<file path="config.mk">
export PLATFORM = sky130hd
export DESIGN_NAME = stream_mux_rr
export DESIGN_NICKNAME = d
export VERILOG_FILES = /design/src/rtl/stream_mux_rr.sv
export SDC_FILE = /design/constraint.sdc
export NUM_CORES = 1
export LEC_CHECK = 0
export BUFFER_PORTS_ARGS = -buffer_cell sky130_fd_sc_hd__buf_2
export CAP_MARGIN = 0
export CORE_ASPECT_RATIO = 0.9
export CORE_UTILIZATION = 35
export CTS_BUF_LIST = sky130_fd_sc_hd__clkbuf_8
export DETAILED_ROUTE_END_ITERATION = 10
export GPL_ROUTABILITY_DRIVEN = 0
export GPL_TIMING_DRIVEN = 0
export HOLD_SLACK_MARGIN = 0.05
export PLACE_DENSITY = 0.74
export SLEW_MARGIN = 20
export SYNTH_ARGS = -nofsm -noshare
export SYNTH_HDL_FRONTEND = slang
export SYNTH_SLANG_ARGS = --single-unit
</file>
<file path="constraint.sdc">
create_clock -name clk -period 2.4 [get_ports clk]
set_input_delay 0.12 -clock clk [delete_from_list [all_inputs] [get_ports clk]]
set_output_delay 0.12 -clock clk [all_outputs]
set_load 0.05 [all_outputs]
</file>
<file path="src/rtl/stream_mux_rr.sv">
// N-channel streaming multiplexer: fixed-select or round-robin arbitration into a
// single registered output beat with valid/ready handshakes on every port.
module stream_mux_rr #(
    parameter int N     = 4,
    parameter int W     = 8,
    parameter int SEL_W = $clog2(N)
) (
    input  logic             clk,
    input  logic             rst_n,
    input  logic             i_mode,
    input  logic [SEL_W-1:0] i_sel,
    input  logic [N*W-1:0]   i_in_data,
    input  logic [N-1:0]     i_in_valid,
    output logic [N-1:0]     o_in_ready,
    output logic [W-1:0]     o_out_data,
    output logic [SEL_W-1:0] o_out_chan,
    output logic             o_out_valid,
    input  logic             i_out_ready
);

    logic [W-1:0]     r_out_data;
    logic [SEL_W-1:0] r_out_chan;
    logic             r_out_valid;
    logic [SEL_W-1:0] r_ptr;

    logic             w_load_en;
    logic [N-1:0]     w_grant;
    logic             w_found;
    int               w_idx;
    logic             w_xfer;
    logic [SEL_W-1:0] w_xfer_idx;
    logic [W-1:0]     w_xfer_data;

    assign w_load_en = !r_out_valid || i_out_ready;

    always_comb begin
        w_grant = '0;
        w_found = 1'b0;
        w_idx   = 0;
        if (i_mode) begin
            // Scan ptr, ptr+1, ... wrapping; first valid channel wins.
            for (int k = 0; k < N; k++) begin
                w_idx = int'(r_ptr) + k;
                if (w_idx >= N) begin
                    w_idx = w_idx - N;
                end
                for (int i = 0; i < N; i++) begin
                    if (i == w_idx && !w_found && i_in_valid[i]) begin
                        w_grant[i] = 1'b1;
                        w_found    = 1'b1;
                    end
                end
            end
        end else begin
            // A sel value of N or more matches no channel and grants nothing.
            for (int i = 0; i < N; i++) begin
                if (i_sel == SEL_W'(i)) begin
                    w_grant[i] = i_in_valid[i];
                end
            end
        end
    end

    always_comb begin
        w_xfer_idx  = '0;
        w_xfer_data = '0;
        for (int i = 0; i < N; i++) begin
            if (w_grant[i]) begin
                w_xfer_idx  = SEL_W'(i);
                w_xfer_data = i_in_data[i*W +: W];
            end
        end
    end

    assign o_in_ready = rst_n ? (w_grant & {N{w_load_en}}) : '0;
    assign w_xfer     = |o_in_ready;

    always_ff @(posedge clk or negedge rst_n) begin
        if (!rst_n) begin
            r_out_data  <= '0;
            r_out_chan  <= '0;
            r_out_valid <= 1'b0;
            r_ptr       <= '0;
        end else if (w_load_en) begin
            if (w_xfer) begin
                r_out_data  <= w_xfer_data;
                r_out_chan  <= w_xfer_idx;
                r_out_valid <= 1'b1;
                if (i_mode) begin
                    r_ptr <= (w_xfer_idx == SEL_W'(N - 1)) ? '0 : w_xfer_idx + 1'b1;
                end
            end else begin
                r_out_valid <= 1'b0;
            end
        end
    end

    assign o_out_data  = r_out_data;
    assign o_out_chan  = r_out_chan;
    assign o_out_valid = r_out_valid;

endmodule

</file>
-- Word-level counts from Yosys, hierarchy flattened
Index checks and enable logic that the tools add are counted.
- register bits: 13
- word-level logic and storage cells: 157
- muxes and demuxes: 68
- magnitude comparators: 4
- bitwise operators: 1
- equal/unequal tests: 16
- add/sub/neg operators: 8
- reductions and logical operators: 56
- operator list (kind ; number):
    $eq A3 B32 Y1 const A ; 8
    $mux W32 ; 8
    $eq A2 B32 Y1 const A ; 4
    $logic_not A32 Y1 ; 4
    $mux W1 ; 51
    $mux W8 ; 4
    $logic_and A1 B1 Y1 ; 31
    $logic_not A1 Y1 ; 16
    $sub A3 B3 Y4 const B ; 3
    $ge A3 B3 Y1 const B ; 3
    $mux W4 ; 2
    $add A2 B2 Y3 const B ; 2
    $eq A2 B2 Y1 const B ; 3
    $mux W2 ; 3
    $and A4 B4 Y4 ; 1
    $reduce_or A4 Y1 ; 1
    $sub A2 B3 Y4 const B ; 1
    $add A2 B1 Y3 const B ; 1
    $ge A2 B3 Y1 const B ; 1
    $reduce_and A3 Y1 ; 1
    $add A2 B1 Y2 const B ; 1
    $eq A2 B1 Y1 const B ; 1
    $logic_not A2 Y1 ; 1
    $reduce_and A2 Y1 ; 1
    $logic_or A1 B1 Y1 ; 1

-- Logic depth before layout (Yosys ltp)
Gate-level depths: netlist of run 1.
- depth in word-level cells: 87
- gate-level depth with buffers: 8
- gate-level depth less buffers: 6

-- Worst setup path before layout of run 1
OpenSTA, ideal clock, no wires.
- path type: reg-to-output
- from: register r_ptr[1]
- to: output o_in_ready[1]
- data arrival time: 1.639 ns
- setup slack: 0.641 ns
- cell stages (with the launch flop): 7
- data required time: 2.280 ns
- cells stage by stage: dfrtp_1 -> buf_4 -> nor2b_2 -> o22ai_2 -> a311oi_4 -> buf_6 -> and2_1
- word-level cells in the longest chain between the ends: 74
- RTL lines (element ; RTL line ; text):
    from (decl) ; 24 ; logic [SEL_W-1:0] r_ptr;
    from (signal assigned) ; 90 ; r_ptr <= (w_xfer_idx == SEL_W'(N - 1)) ? '0 : w_xfer_idx + 1'b1;
    $sub A2 B3 Y4 or $ge A2 B3 Y1 (tied branches) ; 45, 44 ;
    $mux W32 ; 44 ; if (w_idx >= N) begin
    $mux W32 ; 40 ; if (i_mode) begin
    $logic_not A32 Y1 ; 48 ; if (i == w_idx && !w_found && i_in_valid[i]) begin
    $logic_and A1 B1 Y1 ; 48 ;
    $mux W1 ; 48 ;
    $mux W1 ; 40 ;
    $logic_not A1 Y1 ; 48 ;
    (+57 left out) ; - ;
    $mux W1 ; 48 ;
    $mux W1 ; 40 ;
    $logic_not A1 Y1 ; 48 ;
    $logic_and A1 B1 Y1 (2 in series) ; 48 ;
    $mux W1 (*) ; 48 ;
    $mux W4 (*) ; 40 ;
    $and A4 B4 Y4 (*) ; 75 ; assign o_in_ready = rst_n ? (w_grant & {N{w_load_en}}) : '0;
    $mux W4 (*) ; 75 ;
    to (decl) ; 14 ; output logic [N-1:0] o_in_ready,
Mark *: on every way between the ends. The rest lies on a longest branch, timed or not. The select of a mux whose other input is x is not followed.

-- Final worst setup path of run 1
Ends and elaborated chain as after synthesis.

==> results of run 1 <==
[worst max-delay path, stage by stage, from the launching register on]
cell      delay [ns]
dfrtp_1         0.36
buf_4           0.17
nor2b_2         0.14
o22ai_2         0.11
a311oi_4        0.35
buf_6           0.19
and2_1          0.12
buf_2           0.25
[flip-flops by register name, summed over array words and instances, names as in the netlist]
name	flops
o_out_data	8
o_out_chan	2
r_ptr	2
o_out_valid	1
[routing by layer]
layer | track usage | wire length, um | share of wire
met1 | 0.235 | 1260 | 0.45
met2 | 0.312 | 1350 | 0.49
met3 | 0.0469 | 154 | 0.056
met4 | 0.0238 | 10 | 0.0036
met5 | 0 | 0 | 0
[repair_timing]
action / CTS / global route
setup endpoints to repair: 0 / 0
hold buffers: 1 / 0
endpoints found under the hold margin: 13 / 0
gates resized for setup: 0 / 0
[per-stage QoR]
stage	instances	cell area, sq um	hold slack [ns]
2_1_floorplan	116	995	-0.176
3_3_place_gp	210	1320	0.0160
3_5_place_dp	210	1320	0.0246
4_1_cts	215	1380	0.145
5_1_grt	215	1380	0.164
6_report	215	1380	0.148
[cell type report]
class	count	area [sq um]	area share
plain buffers	7	52.6	0.0381
clock buffers	3	41.3	0.0300
clock inverters	1	3.75	0.00272
inverters	10	37.5	0.0272
multi-input cells	86	579	0.421
flip-flops and latches	13	325	0.236
well taps	38	47.5	0.0345
repair buffers	57	290	0.211
[worst paths after layout]
check,from,to,slack (ns),cells after the start
worst max-delay path,r_ptr[1],o_in_ready[1],0.34,7
worst min-delay path,i_out_ready,o_out_valid,0.15,3
worst max register to register,r_ptr[0],o_out_data[5],0.44,6
worst min register to register,o_out_data[7],o_out_data[7],0.47,2
max in group asynchronous,rst_n,o_out_data[7],1.88,2
min in group asynchronous,rst_n,o_out_chan[0],0.29,2
[layout by cell type (no fill, tap or decap), types with 5 or more instances in the layout]
| cell type | synthesis | routed |
|---|---|---|
| a221o_1 | 8 | 8 |
| a221oi_1 | 7 | 7 |
| and2_1 | 5 | 5 |
| buf_2 | 0 | 56 |
| dfrtp_1 | 13 | 13 |
| inv_1 | 10 | 11 |
| nand2_1 | 12 | 12 |
| nor2_1 | 14 | 14 |
| o21ai_0 | 6 | 6 |
| o21ai_1 | 8 | 8 |
[cell families after synthesis]
logic type / Yosys count / share of synthesized area
AND/OR/NAND/NOR: 43 / 0.218
buffers and inverters: 17 / 0.0906
flip-flops: 13 / 0.327
AO/OA/AOI/OAI: 43 / 0.365
[report_power, final]
part / switching, W / internal (W)
registers: 0.0000619 / 0.000327
clock network: 0.0000775 / 0.000113
logic: 0.000623 / 0.000265
==> metrics, run 1 <==
status complete, but fails checks; failing checks DRC; layout cell share with drive strength beyond 1 0.407; I/O pin total 57; Post-Route WL 2.77 mm; count leader, synth nor2_1; final setup violating endpoints 0; Fin Clk Skew 0.00297 ns; WS Path Type reg -> out; clock buffer depth 2; fraction of registers with async set/reset 1.00; cell count after synthesis 116; fin worst setup slack 0.340 ns; Avg WL per Cell 12.9 um; CTS H-Tree Depth 1; Total GRT Usage 0.182; clk_lat worst skew 0.24 ns; Seq cells post-synth 13; Post-synth EDFFs 0; critical path arrival 1.94 ns; leak pwr 0.718 nW; CTS clk-pin slew, worst paths 0.05 ns; peak supply drop 0.000282 V; Yosys warnings 0; Tcrit/Tclk final 0.858; nets@finish 220; Pre-Repair DR Iteration Count 7; residual DRC count 1; Final ANT Viol Nets 0; Final Max Tran Viols 0; Mapped Area 995 sq um; Mean Syn Cell Area 8.58 sq um; Detailed Route Iter0 Violations 64; clock sink count 13; core area 0.00257 sq mm; Max-cap violations 0; Starting Density 0.386; setup TNS 0 ns; Synth top area share 0.327; Num CTS Buffers 3; Die Y 52.6 um; Worst-Margin Slew 0.489 ns; setup bufs post-CTS 0; Commonest cells post-synth 14 x nor2_1, 13 x dfrtp_1, 12 x nand2_1; Post-synth top flop dfrtp_1; # rows 17; fin crit period 2.06 ns; vias per cell 5.06; Pwr Density 1060 mW/mm^2; Overall Power 0.00147 W; sequential area share after synthesis 0.327; fill cell count 233; vias in the first global route 991; pre-CTS setup slack 0.485 ns; syn nets 158; # diodes 0; PortBufs 56; Required @ worst endpoint 2.28 ns; unrepaired setup endpoints after global routing no; CTS tree yes; HP Class in -> reg; first-pass GRT wire length 4.24 mm; Setup crit start kind flop; grt ovf 0; Worst setup EP type primary output; Final HPWL DP 2.22 mm; Die X 58.2 um; initial antenna violation count 0; Synth area leaders dfrtp_1 33%, a221o_1 8.1%, a221oi_1 6.2%; Via Count 1,087; die area 0.00306 sq mm; Layout Utilization 0.535; worst-path fanout max 10; Final Hold Violating Endpoints 0; worst relative slew slack 0.673; fmax 0.485 GHz; largest net degree at the start of global routing 15; cell taking the most area after synthesis dfrtp_1; clk root buf clkbuf_8; Area growth syn-to-layout 38.5%; library cells used by synthesis 32
Note: power is estimated with default switching activity, not from simulation.
==> inputs of run 2 (changes only) <==
--- a/config.mk
+++ b/config.mk
@@ -5,16 +5,16 @@
 export SDC_FILE = /design/constraint.sdc
 export NUM_CORES = 1
 export LEC_CHECK = 0
-export BUFFER_PORTS_ARGS = -buffer_cell sky130_fd_sc_hd__buf_2
 export CAP_MARGIN = 0
 export CORE_ASPECT_RATIO = 0.9
 export CORE_UTILIZATION = 35
 export CTS_BUF_LIST = sky130_fd_sc_hd__clkbuf_8
 export DETAILED_ROUTE_END_ITERATION = 10
+export DONT_BUFFER_PORTS = 1
 export GPL_ROUTABILITY_DRIVEN = 0
 export GPL_TIMING_DRIVEN = 0
 export HOLD_SLACK_MARGIN = 0.05
-export PLACE_DENSITY = 0.74
+export PLACE_DENSITY = 0.57
 export SLEW_MARGIN = 20
 export SYNTH_ARGS = -nofsm -noshare
 export SYNTH_HDL_FRONTEND = slang
==> metrics, run 2 (synthesis gave the netlist of run 1 again) <==
status finished clean; Via Count 862 (-21%); Pwr Density 1210 mW/mm^2 (+14%); placed cells 154 (-27%); clock sink count 13 (unchanged); fill cell count 263 (+13%); Num CTS Buffers 3 (unchanged); critical path arrival 2.04 ns (+0.10 ns); Crit. Startpoint r_ptr[1]; initial antenna violation count 0 (unchanged); Slowest-stage cell, CP and2_1; most frequent cells in the layout 14 x nor2_1, 13 x dfrtp_1, 12 x nand2_1; Final Hold Violating Endpoints 0 (unchanged); Avg WL per Cell 15.9 um (+23%); # rows 17 (unchanged); largest net degree at the start of global routing 14 (-1); first-pass GRT wire length 3.86 mm (-9.1%); delay-heaviest family, CP simple AND/OR/NAND/NOR gates; Required @ worst endpoint 2.28 ns (about the same); vias per cell 5.42 (+7.2%); nets@finish 164 (-25%); Area growth syn-to-layout 10.3%; post_cts resized 0 (unchanged); final setup violating endpoints 0 (unchanged); I/O pin total 57 (unchanged); Setup crit start kind flop; core area 0.00257 sq mm (unchanged); clk root buf clkbuf_8; fmax 0.464 GHz (-4.4%); worst-path fanout max 10 (unchanged); hold depth 2 (-1); Worst Reg-to-Reg Cells 7 (+1); Pre-Repair DR Iteration Count 4 (-3); Worst-Margin Slew 0.582 ns (+0.0930 ns); Starting Density 0.386 (unchanged); CP cell instances buf_4 -> nor2b_2 -> o22ai_2 -> a311oi_4 -> buf_6 -> and2_1; WHS 0.0650 ns (-0.0826 ns); HP Class in -> reg; Detailed Route Iter0 Violations 28 (-56%); Reg2Reg Setup Slack 0.44 ns (about the same); setup TNS 0 ns (unchanged); PortBufs 0 (-100%); CTS tree yes; peak supply drop 0.000271 V (-3.7%); worst relative slew slack 0.611 (-0.0621); Post-Route WL 2.52 mm (-9.0%); Final ANT Viol Nets 0 (unchanged); most common cell after layout, fill and taps aside nor2_1; vias in the first global route 804 (-19%); max FFs per register 8 (unchanged); grt ovf 0 (unchanged); Fin Clk Skew 0.000784 ns (-0.00218 ns); Tcrit/Tclk final 0.898 (+0.0399); # diodes 0 (unchanged); residual DRC count 0 (-1); Final HPWL DP 2.00 mm (-9.9%); CTS clk-pin slew, worst paths 0.05 ns (about the same); Final Max Tran Viols 0 (unchanged); Hold Path Sink o_out_valid; Max-cap violations 0 (unchanged); storage element area 325 sq um (unchanged); Die X 58.2 um (unchanged); Worst Path Buf+Inv 2 (-1); layout cell share with drive strength beyond 1 0.132 (-0.275); Slowest Stage Delay on Critical Path 0.44 ns (+0.08 ns); clock buffer depth 2 (unchanged); unrepaired setup endpoints after global routing no; Multi-input gate area 579 sq um (unchanged); WS Path Type reg -> out; reg-to-reg startpoint r_ptr[0]; Worst setup EP type primary output; leak pwr 0.484 nW (-33%); R2R Path End o_out_data[1]; CTS H-Tree Depth 1 (unchanged); die area 0.00306 sq mm (unchanged); Die Y 52.6 um (unchanged); fin crit period 2.16 ns (+0.0958 ns); Total GRT Usage 0.173 (-0.00864); clk_lat worst skew 0.24 ns (about the same); final cell count without fillers 159 (-26%); hold_sp i_out_ready
## run 2: power by group
group / internal (W) / switching, W
clock: 0.000113 / 0.0000750
sequential: 0.000321 / 0.000403
combinational: 0.000176 / 0.000244
## run 2: worst max path at each step
| stage | end | slack (ns) | cells after the start |
|---|---|---|---|
| after detailed placement | o_out_data[1] | 0.47 | 7 |
| final | o_in_ready[1] | 0.24 | 6 |
| after global placement | o_out_data[1] | 0.49 | 7 |
| after floorplan | o_in_ready[1] | 0.64 | 6 |
| after global routing | o_in_ready[1] | 0.15 | 6 |
| after CTS | o_in_ready[1] | 0.21 | 6 |
## run 2: cell type report
type                       count  share of cell area
clock inverter                 1             0.00342
inverter                      10              0.0342
multi-input combinational     86               0.528
buffer                         7              0.0479
timing repair buffer           1             0.00912
sequential                    13               0.296
clock buffer                   3              0.0376
tap                           38              0.0433
## run 2: repair_timing
| action | 4_1_cts | 5_1_grt |
|---|---|---|
| hold buffers | 1 | 0 |
| endpoints found under the hold margin | 13 | 0 |
| setup buffers | 0 | 0 |
## run 2: worst register-to-register path, stage by stage, from the launching register on
cell	delay, ns
dfrtp_1	0.43
nor2b_2	0.19
o22ai_2	0.20
a311oi_4	0.09
buf_6	0.17
a221o_1	0.36
a221oi_1	0.31
o21ai_1	0.10
## run 2: per-layer routing
metal,routed length [um],vias to the layer above,global-route usage
li1,-,437,-
met1,1220,383,0.240
met2,1090,37,0.251
met3,163,5,0.0321
met4,48,0,0.0952
met5,0,-,0
## run 2: per-stage QoR
| step | util | cell area (sq um) | total power, W | setup WS, ns |
|---|---|---|---|---|
| 6_report | 0.426 | 1100 | 0.00133 | 0.244 |
| 5_1_grt | 0.426 | 1100 | 0.00141 | 0.153 |
| 4_1_cts | 0.426 | 1100 | 0.00134 | 0.215 |
| 3_5_place_dp | 0.405 | 1040 | 0.00115 | 0.473 |
| 3_3_place_gp | 0.405 | 1040 | 0.00113 | 0.492 |
| 2_1_floorplan | - | 995 | 0.00106 | 0.641 |
